===== src/rtl/pwm_ramp_ctrl.sv =====
// pwm_ramp_ctrl: configuration sequencer for a bank of pwm channels.
// Each channel holds a target duty (tgt) and an applied duty (cur). cur either
// jumps to the written value on an immediate write, or slews one step toward
// tgt on every prescaler tick. Any change to cur marks the channel pending.
// A round-robin arbiter then sends one pending channel per cycle to the pwm
// bank, as a one-hot cs strobe plus its duty on the shared uptime bus.
module pwm_ramp_ctrl #(
    parameter int NCH      = 4,
    parameter int DW       = 3,
    parameter int RAMP_DIV = 8,
    parameter int AW       = 2
) (
    input  logic           clkin,
    input  logic           reset,
    input  logic           wr_en,
    input  logic [AW-1:0]  wr_addr,
    input  logic [DW-1:0]  wr_data,
    input  logic           wr_imm,
    output logic [NCH-1:0] cs,
    output logic [DW-1:0]  uptime,
    output logic           busy
);

    // Index width for the arbiter pointer, plus one spare bit so that the
    // modulo-NCH search can be done with a single conditional subtract.
    localparam int SW = (NCH > 1) ? $clog2(NCH) : 1;
    localparam int CW = SW + 1;
    localparam int PW = (RAMP_DIV > 1) ? $clog2(RAMP_DIV) : 1;

    localparam logic [PW-1:0] PS_LAST = PW'(RAMP_DIV - 1);
    localparam logic [SW-1:0] RR_INIT = SW'(NCH - 1);
    localparam logic [CW-1:0] NCH_CW  = CW'(NCH);

    // ------------------------------------------------------------------
    // Ramp prescaler
    // ------------------------------------------------------------------
    logic [PW-1:0] ps_reg;
    logic          tick;

    // With RAMP_DIV=1 the counter sits at 0, which equals PS_LAST, so tick
    // is high on every cycle.
    assign tick = (ps_reg == PS_LAST);

    // Free-running count 0..RAMP_DIV-1, wrapping on tick.
    always_ff @(posedge clkin) begin
        if (reset) begin
            ps_reg <= '0;
        end else if (tick) begin
            ps_reg <= '0;
        end else begin
            ps_reg <= ps_reg + PW'(1);
        end
    end

    // ------------------------------------------------------------------
    // Per-channel state
    // ------------------------------------------------------------------
    logic [NCH-1:0][DW-1:0] cur_vec;
    logic [NCH-1:0]         pend_vec;
    logic [NCH-1:0]         ramp_vec;
    logic [NCH-1:0]         grant_vec;

    genvar gi;
    generate
        for (gi = 0; gi < NCH; gi++) begin : g_ch
            logic [DW-1:0] tgt_reg;
            logic [DW-1:0] cur_reg;
            logic          pend_reg;
            logic          wr_hit;
            logic          imm_hit;
            logic          step_en;

            // Addresses at or above NCH match no channel and are dropped.
            assign wr_hit  = wr_en && (wr_addr == AW'(gi));
            assign imm_hit = wr_hit && wr_imm;
            // The step decision uses the registered tgt, so a ramp write
            // landing on a tick only takes effect from the next tick.
            assign step_en = tick && (cur_reg != tgt_reg);

            // Target/applied duty update: immediate write beats the ramp
            // step; a channel whose cur changes becomes pending, and a new
            // change outranks the arbiter clearing it in the same cycle.
            always_ff @(posedge clkin) begin
                if (reset) begin
                    tgt_reg  <= '0;
                    cur_reg  <= '0;
                    pend_reg <= 1'b0;
                end else begin
                    if (wr_hit) begin
                        tgt_reg <= wr_data;
                    end

                    if (imm_hit) begin
                        cur_reg <= wr_data;
                    end else if (step_en) begin
                        if (tgt_reg > cur_reg) begin
                            cur_reg <= cur_reg + DW'(1);
                        end else begin
                            cur_reg <= cur_reg - DW'(1);
                        end
                    end

                    if (imm_hit || step_en) begin
                        pend_reg <= 1'b1;
                    end else if (grant_vec[gi]) begin
                        pend_reg <= 1'b0;
                    end
                end
            end

            assign cur_vec[gi]  = cur_reg;
            assign pend_vec[gi] = pend_reg;
            assign ramp_vec[gi] = (cur_reg != tgt_reg);
        end
    endgenerate

    // ------------------------------------------------------------------
    // Round-robin arbiter
    // ------------------------------------------------------------------
    logic [SW-1:0] rr_reg;
    logic [SW-1:0] sel;
    logic          any_pend;
    logic [CW-1:0] cand;

    // Search rr+1, rr+2, ... (mod NCH) and take the first pending channel;
    // the last channel served therefore has the lowest priority next time.
    always_comb begin
        sel      = rr_reg;
        any_pend = 1'b0;
        cand     = '0;
        for (int k = 1; k <= NCH; k++) begin
            cand = {1'b0, rr_reg} + CW'(k);
            if (cand >= NCH_CW) begin
                cand = cand - NCH_CW;
            end
            if (!any_pend && pend_vec[cand[SW-1:0]]) begin
                any_pend = 1'b1;
                sel      = cand[SW-1:0];
            end
        end
    end

    assign grant_vec = any_pend ? (NCH'(1) << sel) : '0;

    // ------------------------------------------------------------------
    // Registered outputs to the pwm bank
    // ------------------------------------------------------------------
    logic [NCH-1:0] cs_reg;
    logic [DW-1:0]  uptime_reg;

    // Issue one cs pulse per cycle; uptime keeps the last sent duty when
    // no channel is being loaded.
    always_ff @(posedge clkin) begin
        if (reset) begin
            cs_reg     <= '0;
            uptime_reg <= '0;
            rr_reg     <= RR_INIT;
        end else begin
            cs_reg <= grant_vec;
            if (any_pend) begin
                uptime_reg <= cur_vec[sel];
                rr_reg     <= sel;
            end
        end
    end

    assign cs     = cs_reg;
    assign uptime = uptime_reg;
    assign busy   = (|pend_vec) || (|ramp_vec) || (|cs_reg);

endmodule


===== config.mk =====
export PLATFORM = sky130hd
export DESIGN_NAME = pwm_ramp_ctrl
export DESIGN_NICKNAME = d
export VERILOG_FILES = /design/src/rtl/pwm_ramp_ctrl.sv
export SDC_FILE = /design/constraint.sdc
export NUM_CORES = 1
export LEC_CHECK = 0
export CAP_MARGIN = 20
export CORE_UTILIZATION = 40
export CTS_CLUSTER_DIAMETER = 30
export CTS_CLUSTER_SIZE = 30
export DETAILED_ROUTE_END_ITERATION = 10
export MAX_ROUTING_LAYER = met4
export PLACE_DENSITY = 0.63
export SYNTH_ARGS = -nofsm -noshare
export SYNTH_HDL_FRONTEND = slang
export SYNTH_SLANG_ARGS = --single-unit

===== constraint.sdc =====
create_clock -name clkin -period 3.1 [get_ports clkin]
set_input_delay 0.62 -clock clkin [delete_from_list [all_inputs] [get_ports clkin]]
set_output_delay 0.62 -clock clkin [all_outputs]
set_load 0.01 [all_outputs]

## After elaboration in Yosys (flattened, before gate mapping)

Cells that the tools add are included.

- Bits in registers: 40
- Latch bits: 0
- RAM bits: 0
- Bits in read-only memories: 0
- Bits of input ports: 9
- Output and inout port bits: 8
- Memories kept: 0

- Add/subtract/negate cells: 17
- $mul: 0
- Divide/modulo/power cells: 0
- Magnitude comparators: 13
- Eq/ne operators: 8
- Shift-type cells: 1
- Muxes and demuxes: 43
- Bitwise logic cells: 0
- Reduce and logical (&&, ||, !) cells: 37

Operators with widths:

| cell | count |
|---|---|
| $mux 3 | 13 |
| $mux 1 | 16 |
| $mux 2 | 8 |
| $reduce_bool 2->1 | 8 |
| $add 3x1->3 const B | 5 |
| $logic_and 1x1->1 | 15 |
| $lt 2x3->1 const B | 5 |
| $ge 3x3->1 const B | 4 |
| $gt 3x3->1 | 4 |
| $ne 3x3->1 | 4 |
| $reduce_or 4->1 | 3 |
| $sub 3x1->3 const B | 4 |
| $bmux 1 s2 | 4 |
| $sub 2x1->2 const B | 4 |
| $add 2x2->3 const B | 2 |
| $bmux 3 s2 | 1 |
| $logic_or 1x1->1 | 6 |
| $eq 2x2->1 const B | 2 |
| $mux 4 | 1 |
| $shl 1x2->4 const A | 1 |
| $add 2x1->3 const B | 1 |
| $add 2x3->3 const B | 1 |
| $eq 3x3->1 const B | 1 |
| $logic_not 1->1 | 3 |
| 3 further kinds | 3 |

## Logic depth before layout (Yosys ltp)

Gate-level depths: netlist of the first run.

- Depth after elaboration: 19
- Depth in mapped cells: 11

## Worst setup path after synthesis of the first run

Ideal clock, no wire load.

- Path kind: flip-flop to flip-flop
- Start point: register g_ch[3].cur_reg[1]
- End point: register g_ch[3].cur_reg[2]
- Library setup time: 116 ps
- Arrival: 2083 ps
- Required time: 2984 ps
- Setup slack: 902 ps
- Cell stages (with the launch flop): 12
- Cells stage by stage: dfxtp_1 > inv_1 > ha_1 > nor2b_1 > o21ai_1 > nand2_1 > nand2_1 > fa_1 > nand3_1 > a21oi_1 > or4_1 > and3_1

- Word-level cells in the longest chain between the ends: 4

RTL lines:

| item | RTL line | RTL |
|---|---|---|
| start, declared | 67 | `logic [DW-1:0] cur_reg;` |
| start signal, assigned | 94 | `cur_reg <= wr_data;` |
| start signal, assigned | 97 | `cur_reg <= cur_reg + DW'(1);` |
| start signal, assigned | 99 | `cur_reg <= cur_reg - DW'(1);` |
| $sub 3x1->3 (tied with other cells) | 99 |  |
| $mux 3 | 96 | `if (tgt_reg > cur_reg) begin` |
| $mux 3 | 95 | `end else if (step_en) begin` |
| $mux 3 | 93 | `if (imm_hit) begin` |

Several ways; a longest one is shown, not always the timed one. The select of a mux whose other input is x is not followed.
A chain may end at the register's enable or synchronous reset.

## Worst setup path after layout of the first run

- Start point: register g_ch[3].cur_reg[1]
- End point: output port busy

- Word-level cells in the longest chain between the ends: 4

RTL lines:

| item | RTL line | RTL |
|---|---|---|
| $ne 3x3->1 | 113 | `assign ramp_vec[gi] = (cur_reg != tgt_reg);` |
| $reduce_or 4->1 | 169 | `assign busy = (\|pend_vec) \|\| (\|ramp_vec) \|\| (\|cs_reg);` |
| $logic_or 1x1->1 (2 in series) | 169 |  |
| end, declared | 21 | `output logic busy` |

Every way passes these cells.

==> results_dict.tcl, run 1 <==
set metrics [dict create \
    insertion_delay_ps 280 \
    run_status "completed" \
    crit_fanout 4 \
    remaining_drc_errors 0 \
    synth_seq_cells 40 \
    grt_usage 0.1843 \
    syn_to_final_growth_pct 14.95 \
    start_util 0.4250 \
    clock_path_buffers 2 \
    syn-num-nets 289 \
    grt_pass1_wl_um 8335 \
    dp_hpwl_um 3504 \
    drtIter0Drc 90 \
    finalHoldViolations 0 \
    fp.coreArea_um2 5238 \
    ir_drop_mv 0.3112 \
    synth_area_um2 2226 \
    htree_levels 2 \
    die_x_um 76.60 \
    final_common_cell "dfxtp_1" \
    drive_gt1_frac 0.05415 \
    gp_congestion 0.8602 \
    synth_area_leaders "dfxtp_1 36%, ha_1 7.9%, mux2i_1 5.8%" \
    synth_top_area_share 0.3598 \
    finClkSkew_ps 3.641 \
    crit_chain "inv_1 > ha_1 > nand3_1 > nor3_1 > nand2_1 > clkdlybuf4s50_1" \
    viasPerCell 5.300 \
    grt-ovfl-total 0 \
    p_leak_nw 1.012 \
    setup_violations 0 \
    dpl_cell_area_um2 2432 \
    worst_hold_slack_ps 435.2 \
    cts_tree "built" \
    fin_total_pwr_mw 1.199 \
    num_rows 26 \
    cp-start-kind "flop" \
    grt_pass1_vias 1728 \
    ys_seq_area_frac 0.3598 \
    yosysWarnings 0 \
    rsz0062_at_grt "no" \
    avgSynthCellArea_um2 8.496 \
    layout.nets 303 \
    post_cts_resized 0 \
    routedWlPerCell_um 13.73 \
    pin_count 17 \
    path_buf_inv 2 \
    synth_cell_types 42 \
    dieArea_um2 5867 \
    max_freq_ghz 0.3796 \
    critical_path_class "flop to output port" \
    max_stage_delay_ps 490 \
    setup_total_negative_slack_ps 0 \
    drv_slew 0 \
    worstSetupEndpointType "output port" \
    min_path_type "flop to flop" \
    n_fill_cell 522 \
    ctsRootBufferMaster "clkbuf_8" \
    path_clk_slew_ps 70 \
    critPathTopFamily "buffers and inverters" \
    vias 1839 \
    min_period_ps 2635 \
    relSlewSlack 0.6797 \
    first_pass_iters 4 \
    cp.arrival_ps 2010 \
    netlist_instances 262 \
    final_cell_mix "40 x dfxtp_1, 28 x nor2_1, 24 x nand2_1, 21 x inv_1, 18 x nand3_1" \
    yosysTopAreaCell "dfxtp_1" \
    powerDensity_nw_per_um2 468.5 \
    grt_antenna_before_repair 0 \
    design_area_um2 2559 \
    cap_violations 0 \
    cts.sinks 40 \
    wirelength_um 4764 \
    finalCritPeriodShare 0.8499 \
    required_ps 2480 \
    ant_nets 0 \
    cts_setup_buffers 0 \
    grt_max_degree 37 \
    holdBufCountCts 0 \
    critPathSlowestCell "clkdlybuf4s50_1" \
    io_buffer_count 16 \
    die_h_um 76.60 \
    numCtsBuffers 5 \
    tightest_slew_ps 475.4 \
    insertedDiodeCount 0 \
]
[logic make-up (layout without fill, tap and decap cells)]
group           after synthesis  in the layout  share of synthesized area
compound gates               50             50                     0.1563
xor+xnor                      4              4                    0.01574
fa+ha+maj                    18             18                     0.1147
buf+inv                      33             48                    0.06408
flops                        40             40                     0.3598
mux                          13             13                    0.05846
simple gates                104            104                     0.2310
[final cells by class]
class                      instances  area (µm²)  area share
clock buffer                       7       96.34     0.03765
clock inverter                     1       30.03     0.01174
inverter                          21       78.83     0.03081
multi-input combinational        189        1282      0.5012
sequential                        40       800.8      0.3130
tap                               70       87.58     0.03423
timing repair buffer              19       182.7     0.07139
[metal layers]
layer,global-route usage,wire [µm],share of wire,vias up
met1,0.2539,2471,0.52,860
li1,-,-,-,949
met3,0.03713,199,0.042,2
met4,0.04615,27,0.0057,0
met5,-,0,0,-
met2,0.2748,2066,0.43,28
[path summary, 6_finish.rpt]
path,to,cells past startpoint,slack (ps),from
setup / recovery,busy,6,470,g_ch[3].cur_reg[1]
hold / removal,ps_reg[0],1,440,ps_reg[0]
setup reg to reg,g_ch[3].cur_reg[2],11,740,g_ch[3].cur_reg[1]
hold reg to reg,ps_reg[0],1,440,ps_reg[0]
[cells in the mapped netlist, drive strengths merged]
master / instances
o221ai: 3
nand2b: 4
nor2b: 6
buf: 5
o21ai: 9
fa: 4
nand2: 24
or4: 2
and2: 1
a32oi: 1
a31oi: 4
clkbuf: 7
nor2: 28
o211ai: 2
dfxtp: 40
mux2i: 13
and3: 5
nand3: 18
a211oi: 8
a311oi: 2
nor3b: 3
nand4b: 2
a22oi: 1
nor4: 1
a211o: 2
xor2: 4
a222oi: 1
a21oi: 13
nand4: 2
inv: 21
o21bai: 1
nand3b: 3
nor3: 3
o21a: 1
a21o: 2
ha: 14
nor4b: 2
[through the flow]
step | cells | util | worst slack, ps
6_report | 347 | 0.4885 | 465.4
3_3_place_gp | 339 | 0.4644 | 755.0
3_5_place_dp | 339 | 0.4644 | 715.8
5_1_grt | 347 | 0.4885 | 285.3
4_1_cts | 347 | 0.4885 | 474.3
2_1_floorplan | 262 | - | 901.5
[where the power goes]
group | leakage (nW) | total (mW) | switching [mW] | internal (mW)
Clock | 0.0645 | 0.455 | 0.171 | 0.284
Sequential | 0.325 | 0.552 | 0.0180 | 0.535
Combinational | 0.623 | 0.192 | 0.110 | 0.0812
Total | 1.01 | 1.20 | 0.299 | 0.900
(Power assumes the default switching activity.)
==> inputs of run 2 (changes only) <==
==> constraint.sdc (replaced) <==
create_clock -name clkin -period 2.65 [get_ports clkin]
set_input_delay 0.53 -clock clkin [delete_from_list [all_inputs] [get_ports clkin]]
set_output_delay 0.53 -clock clkin [all_outputs]
set_load 0.01 [all_outputs]
==> results_dict.tcl, run 2 (synthesis gave the netlist of run 1 again) <==
set metrics [dict create \
    first_pass_iters 4 \
    grt-ovfl-total 0 \
    max_stage_delay_ps 490 \
    start_util 0.4250 \
    holdBufCountCts 0 \
    ctsRootBufferMaster "clkbuf_8" \
    wirelength_um 5100 \
    min_period_ps 2560 \
    drv_slew 0 \
    final_cell_mix "40 x dfxtp_1, 28 x nor2_1, 24 x nand2_1, 21 x inv_1, 18 x nand3_1" \
    grt_pass1_vias 1801 \
    grt_max_degree 37 \
    insertion_delay_ps 300 \
    fin_util 0.4998 \
    drtIter0Drc 106 \
    path_clk_slew_ps 80 \
    cp-start-kind "flop" \
    relSlewSlack 0.6821 \
    cts.sinks 40 \
    cp.arrival_ps 2030 \
    tightest_slew_ps 471.8 \
    finClkSkew_ps 5.637 \
    worstSetupEndpointType "output port" \
    powerDensity_nw_per_um2 602.4 \
    io_buffer_count 16 \
    path_buf_inv 2 \
    setup_ws_ps 89.89 \
    place_ws_ps 313.7 \
    htree_levels 2 \
    numCtsBuffers 5 \
    final_common_cell "dfxtp_1" \
    crit_chain "inv_1 > ha_1 > nand3_1 > nor3_2 > nand2_1 > clkdlybuf4s50_1" \
    vias 1882 \
    fin_total_pwr_mw 1.577 \
    critPathSlowestCell "clkdlybuf4s50_1" \
    num_rows 26 \
    ant_nets 0 \
    gp_congestion 0.8232 \
    post_cts_resized 0 \
    clock_path_buffers 2 \
    grt_usage 0.1990 \
    layout.nets 305 \
    max_freq_ghz 0.3906 \
    critPathTopFamily "buffers and inverters" \
    power.internal_mw 1.194 \
    viasPerCell 5.393 \
    required_ps 2120 \
    ir_drop_mv 0.2523 \
    remaining_drc_errors 0 \
    grt_antenna_before_repair 0 \
    dp_hpwl_um 3537 \
    crit_fanout 4 \
    setup_total_negative_slack_ps 0 \
    die_h_um 76.60 \
    min_path_type "flop to flop" \
    comb_power_share 0.146 \
    die_x_um 76.60 \
    drive_gt1_frac 0.06810 \
    critical_path_class "flop to output port" \
    fp.coreArea_um2 5238 \
    syn_to_final_growth_pct 17.59 \
    cap_violations 0 \
    cts_tree "built" \
    p_sw_mw 0.3831 \
    dieArea_um2 5867 \
    insertedDiodeCount 0 \
    routedWlPerCell_um 14.61 \
    clockPowerShare 0.444 \
    p_sw_frac 0.2430 \
    worst_hold_slack_ps 434.6 \
    run_status "completed" \
    p_leak_nw 1.038 \
    seqPwrFrac 0.410 \
    cts_setup_buffers 0 \
    pin_count 17 \
    finalHoldViolations 0 \
    setup_violations 0 \
    grt_pass1_wl_um 8921 \
    finalCritPeriodShare 0.9661 \
]
## run 2: final timing paths
kind,startpoint,endpoint,slack (ps),cells past startpoint
setup / recovery,g_ch[3].cur_reg[1],busy,90,6
hold / removal,ps_reg[0],ps_reg[0],430,1
setup reg to reg,g_ch[2].cur_reg[1],g_ch[2].cur_reg[2],280,10
hold reg to reg,ps_reg[0],ps_reg[0],430,1
## run 2: power groups by stage
stage / logic [mW] / clock network (mW) / registers (mW)
detailed placement: 0.223 / 0 / 0.661
global placement: 0.222 / 0 / 0.660
global route: 0.261 / 0.734 / 0.651
CTS: 0.226 / 0.706 / 0.647
floorplan: 0.161 / 0 / 0.657
finish: 0.231 / 0.699 / 0.647
## run 2: area by class of cell
type	instances	area (µm²)
multi-input cells	189	1294
clock inverters	3	90.09
well taps	70	87.58
clock buffers	5	68.82
fillers	521	2620
repair buffers	21	197.7
inverters	21	78.83
flip-flops and latches	40	800.8
## run 2: layer usage
layer | up-vias | global-route usage | wire (µm)
met1 | 872 | 0.2615 | 2440
met5 | - | - | 0
met4 | 0 | 0.06154 | 78
li1 | 951 | - | -
met2 | 52 | 0.3054 | 2355
met3 | 7 | 0.04192 | 225
## run 2: per-stage QoR
step | std cells | cell area (µm²)
finish | 349 | 2618
global route | 349 | 2618
CTS | 349 | 2606
detailed placement | 341 | 2447
global placement | 341 | 2447
floorplan | 262 | 2226
==> inputs of run 3 (changes only) <==
--- a/config.mk
+++ b/config.mk
@@ -5,7 +5,8 @@
 export SDC_FILE = /design/constraint.sdc
 export NUM_CORES = 1
 export LEC_CHECK = 0
-export CAP_MARGIN = 20
+export CAP_MARGIN = 15
+export CORE_ASPECT_RATIO = 0.75
 export CORE_UTILIZATION = 40
 export CTS_CLUSTER_DIAMETER = 30
 export CTS_CLUSTER_SIZE = 30
==> results_dict.tcl, run 3 (synthesis gave the netlist of run 1 again) <==
set metrics [dict create \
    critical_path_class "flop to output port" \
    viasPerCell 5.288 \
    vias 1872 \
    cp.arrival_ps 1980 \
    die_h_um 66.61 \
    dp.cells 346 \
    place_ws_ps 295.9 \
    start_util 0.4158 \
    htree_levels 2 \
    drive_gt1_frac 0.06810 \
    die_x_um 88.14 \
    setup_ws_ps 139.0 \
    dpl_cell_area_um2 2454 \
    drtIter0Drc 95 \
    grt_usage 0.1900 \
    ctsRootBufferMaster "clkbuf_8" \
    worstSetupEndpointType "output port" \
    pin_count 17 \
    rsz0062_at_grt "no" \
    clock_path_buffers 2 \
    grt_pass1_vias 1659 \
    setup_violations 0 \
    cts.sinks 40 \
    crit_chain "inv_1 > ha_1 > nand3_1 > nor3_2 > nand2_1 > clkdlybuf4s50_1" \
    stdcell_count 354 \
    min_path_type "flop to flop" \
    n_fill_cell 537 \
    cts_setup_buffers 0 \
    wirelength_um 4941 \
    powerDensity_nw_per_um2 503.7 \
    grt_max_degree 37 \
    drv_slew 0 \
    grt_pass1_wl_um 8010 \
    worst_hold_slack_ps 439.3 \
    ant_nets 0 \
    max_stage_delay_ps 480 \
    required_ps 2120 \
    gp_congestion 0.8916 \
    ir_drop_mv 0.2392 \
    insertedDiodeCount 0 \
    finalHoldViolations 0 \
    holdBufCountCts 0 \
    first_pass_iters 4 \
    design_area_um2 2552 \
    critPathSlowestCell "clkdlybuf4s50_1" \
    tightest_slew_ps 498.7 \
    critPathTopFamily "buffers and inverters" \
    fin_util 0.4769 \
    path_buf_inv 2 \
    path_clk_slew_ps 80 \
    relSlewSlack 0.6640 \
    num_rows 23 \
    final_cell_mix "40 x dfxtp_1, 28 x nor2_1, 24 x nand2_1, 21 x inv_1, 18 x nand3_1" \
    numCtsBuffers 5 \
    fin_total_pwr_mw 1.286 \
    dieArea_um2 5870 \
    remaining_drc_errors 0 \
    dp_hpwl_um 3722 \
    syn_to_final_growth_pct 14.67 \
    layout.nets 305 \
    io_buffer_count 16 \
    run_status "completed" \
    finalCritPeriodShare 0.9475 \
    crit_fanout 4 \
    finClkSkew_ps 7.203 \
    cp-start-kind "flop" \
    max_freq_ghz 0.3982 \
    fp.coreArea_um2 5353 \
    grt_antenna_before_repair 0 \
    insertion_delay_ps 300 \
    final_common_cell "dfxtp_1" \
    min_period_ps 2511 \
    routedWlPerCell_um 13.96 \
    cap_violations 0 \
    cts_tree "built" \
    setup_total_negative_slack_ps 0 \
    p_leak_nw 1.008 \
    grt-ovfl-total 0 \
    post_cts_resized 0 \
]
run 3: cell count changes in the layout (fill, tap and decap cells not counted):
cell | previous run | this run
clkinv_2 | 0 | 2
nor4b_1 | 1 | 2
nor4b_2 | 1 | 0
clkinv_4 | 0 | 1
nor4_2 | 0 | 1
nor4_1 | 1 | 0
bufinv_16 | 3 | 0
run 3: final timing paths:
check	startpoint	end	slack [ps]	cells past startpoint
worst max-delay path	g_ch[3].cur_reg[1]	busy	140	6
worst min-delay path	ps_reg[0]	ps_reg[0]	440	1
worst max register to register	g_ch[2].cur_reg[1]	g_ch[2].cur_reg[2]	280	10
worst min register to register	ps_reg[0]	ps_reg[0]	440	1
run 3: cell type report:
type                    count  area [µm²]  area share
inverters                  21       78.83     0.03088
clock buffers               5       68.82     0.02696
multi-input cells         189        1294      0.5069
repair buffers             21       197.7     0.07745
well taps                  75       93.84     0.03676
flip-flops and latches     40       800.8      0.3137
clock inverters             3       18.77    0.007353
run 3: where the power goes:
group	internal [mW]	switching, mW
registers	0.625	0.0218
clock network	0.184	0.227
logic	0.0977	0.131
total	0.906	0.380
run 3: routing by layer:
metal,wire (µm),GRT usage,share of wire
met1,2625,0.2655,0.53
met2,2040,0.2694,0.41
met3,198,0.03717,0.040
met4,76,0.07258,0.015
met5,0,-,0
==> patch, RTL diff (config.mk and constraints of run 2) <==
Set the parameter `AW` to 3 (it was 2).
--- a/src/rtl/pwm_ramp_ctrl.sv
+++ b/src/rtl/pwm_ramp_ctrl.sv
@@ -9,5 +9,5 @@
     parameter int DW       = 3,
     parameter int RAMP_DIV = 8,
-    parameter int AW       = 2
+    parameter int AW       = 3
 ) (
     input  logic           clkin,
Interface: changed (resized wr_addr); port bits go from 17 to 18. The function was not compared with the original's and may differ.
==> patch against run 2 <==
- highest routed layer unchanged
- wire length down 2.4%
- design area up 0.48%
- global-route usage decreased by 0.65 points
- critical endpoint is now g_ch[1].cur_reg[2]
- total power shrank 17%
- sequential cell count unchanged
- setup slack gained 0.054 ns
- synthesized area grew 1.3%
- critical path depth increased by 3
- clock power is 29% lower
==> patch: results (changes against run 2) <==
metric	value	unit	change
met2_usage	29.8	%	-0.72 points
grt_pass1_wl	8800	um	-1.4%
reg2reg_from	g_ch[1].cur_reg[1]		
dp_hpwl	3780	um	+6.8%
grtUsageMet3	3.57	%	-0.62 points
grt_usage	19.2	%	-0.65 points
synth_mux_area_share	5.77	%	-0.075 points
reg2reg_setup_slack	0.14	ns	-0.14 ns
dp.cells	343		+0.59%
hold_ws	0.436	ns	+0.00151 ns
nets	309		+1.3%
wl	4980	um	-2.4%
critPathArrivalTime	2.68	ns	+0.65 ns
worst_pin_slew	0.643	ns	+0.172 ns
vias	1936		+2.9%
synth_compound_area_share	15.5	%	-0.14 points
status	complete, no violations		
use_met1	25.3	%	-0.89 points
irDropWorstVdd	0.236	mV	-6.5%
design_area	0.00263	mm^2	+0.48%
dr_wl_met3	255	um	+13%
synth_xor_area_share	1.55	%	-0.020 points
first_iter_violations	78		-26%
yosysUniqueCellTypes	49		+17%
power.leakage	0.982	nW	-5.4%
syn_nets	284		-1.7%
placed_area	0.00251	mm^2	+2.4%
r2r_end	g_ch[1].cur_reg[2]		
n_fill_cell	539		+3.5%
worstRegToRegCells	9		-1
gp_congestion	0.783		-4.9%
-- patch: how the worst max path moves through the flow --
stage / startpoint / endpoint
after floorplan: g_ch[0].cur_reg[1] / g_ch[0].cur_reg[2]
after global placement: g_ch[1].cur_reg[1] / g_ch[1].cur_reg[2]
after detailed placement: g_ch[1].cur_reg[1] / g_ch[1].cur_reg[2]
after CTS: g_ch[2].cur_reg[2] / busy
after global routing: g_ch[1].cur_reg[1] / g_ch[1].cur_reg[2]
final: g_ch[1].cur_reg[1] / g_ch[1].cur_reg[2]
-- patch: final cells by class --
class                   instances  share of cell area [%]
inverters                      16                    2.28
flip-flops and latches         40                    30.5
multi-input cells             189                    49.8
repair buffers                 29                    9.99
clock inverters                 2                    1.33
clock buffers                   6                    2.76
well taps                      70                    3.33
-- patch: metrics by stage --
step	setup WS (ns)	total power, mW	setup TNS [ns]
2_1_floorplan	0.222	0.765	0
3_3_place_gp	0.132	0.824	0
3_5_place_dp	0.0506	0.828	0
4_1_cts	0.00190	1.32	0
5_1_grt	-0.00355	1.37	-0.00355
6_report	0.144	1.31	0
-- patch: power by group --
part	switching, mW	internal (mW)	total, mW	leakage [nW]
Sequential	0.0134	0.617	0.630	0.325
Combinational	0.0988	0.0860	0.185	0.602
Clock	0.218	0.280	0.498	0.0552
-- patch: cell families (layout without fill, tap and decap cells) --
family,Yosys count,in the layout
multiplexers,13,13
AND/OR/NAND/NOR,104,104
flip-flops,40,40
adder cells (fa/ha/maj),18,18
XOR/XNOR,4,4
AO/OA/AOI/OAI,50,50
buffers and inverters,27,53
-- patch: worst max-delay path, stage by stage (launching register included) --
cell and delay [ns]:
dfxtp_2 0.36, inv_1 0.06, ha_1 0.28, nor2b_1 0.14, o21a_1 0.19, o21ai_0 0.12
fa_2 0.38, or4_2 0.64, o211ai_1 0.11, a311oi_1 0.11
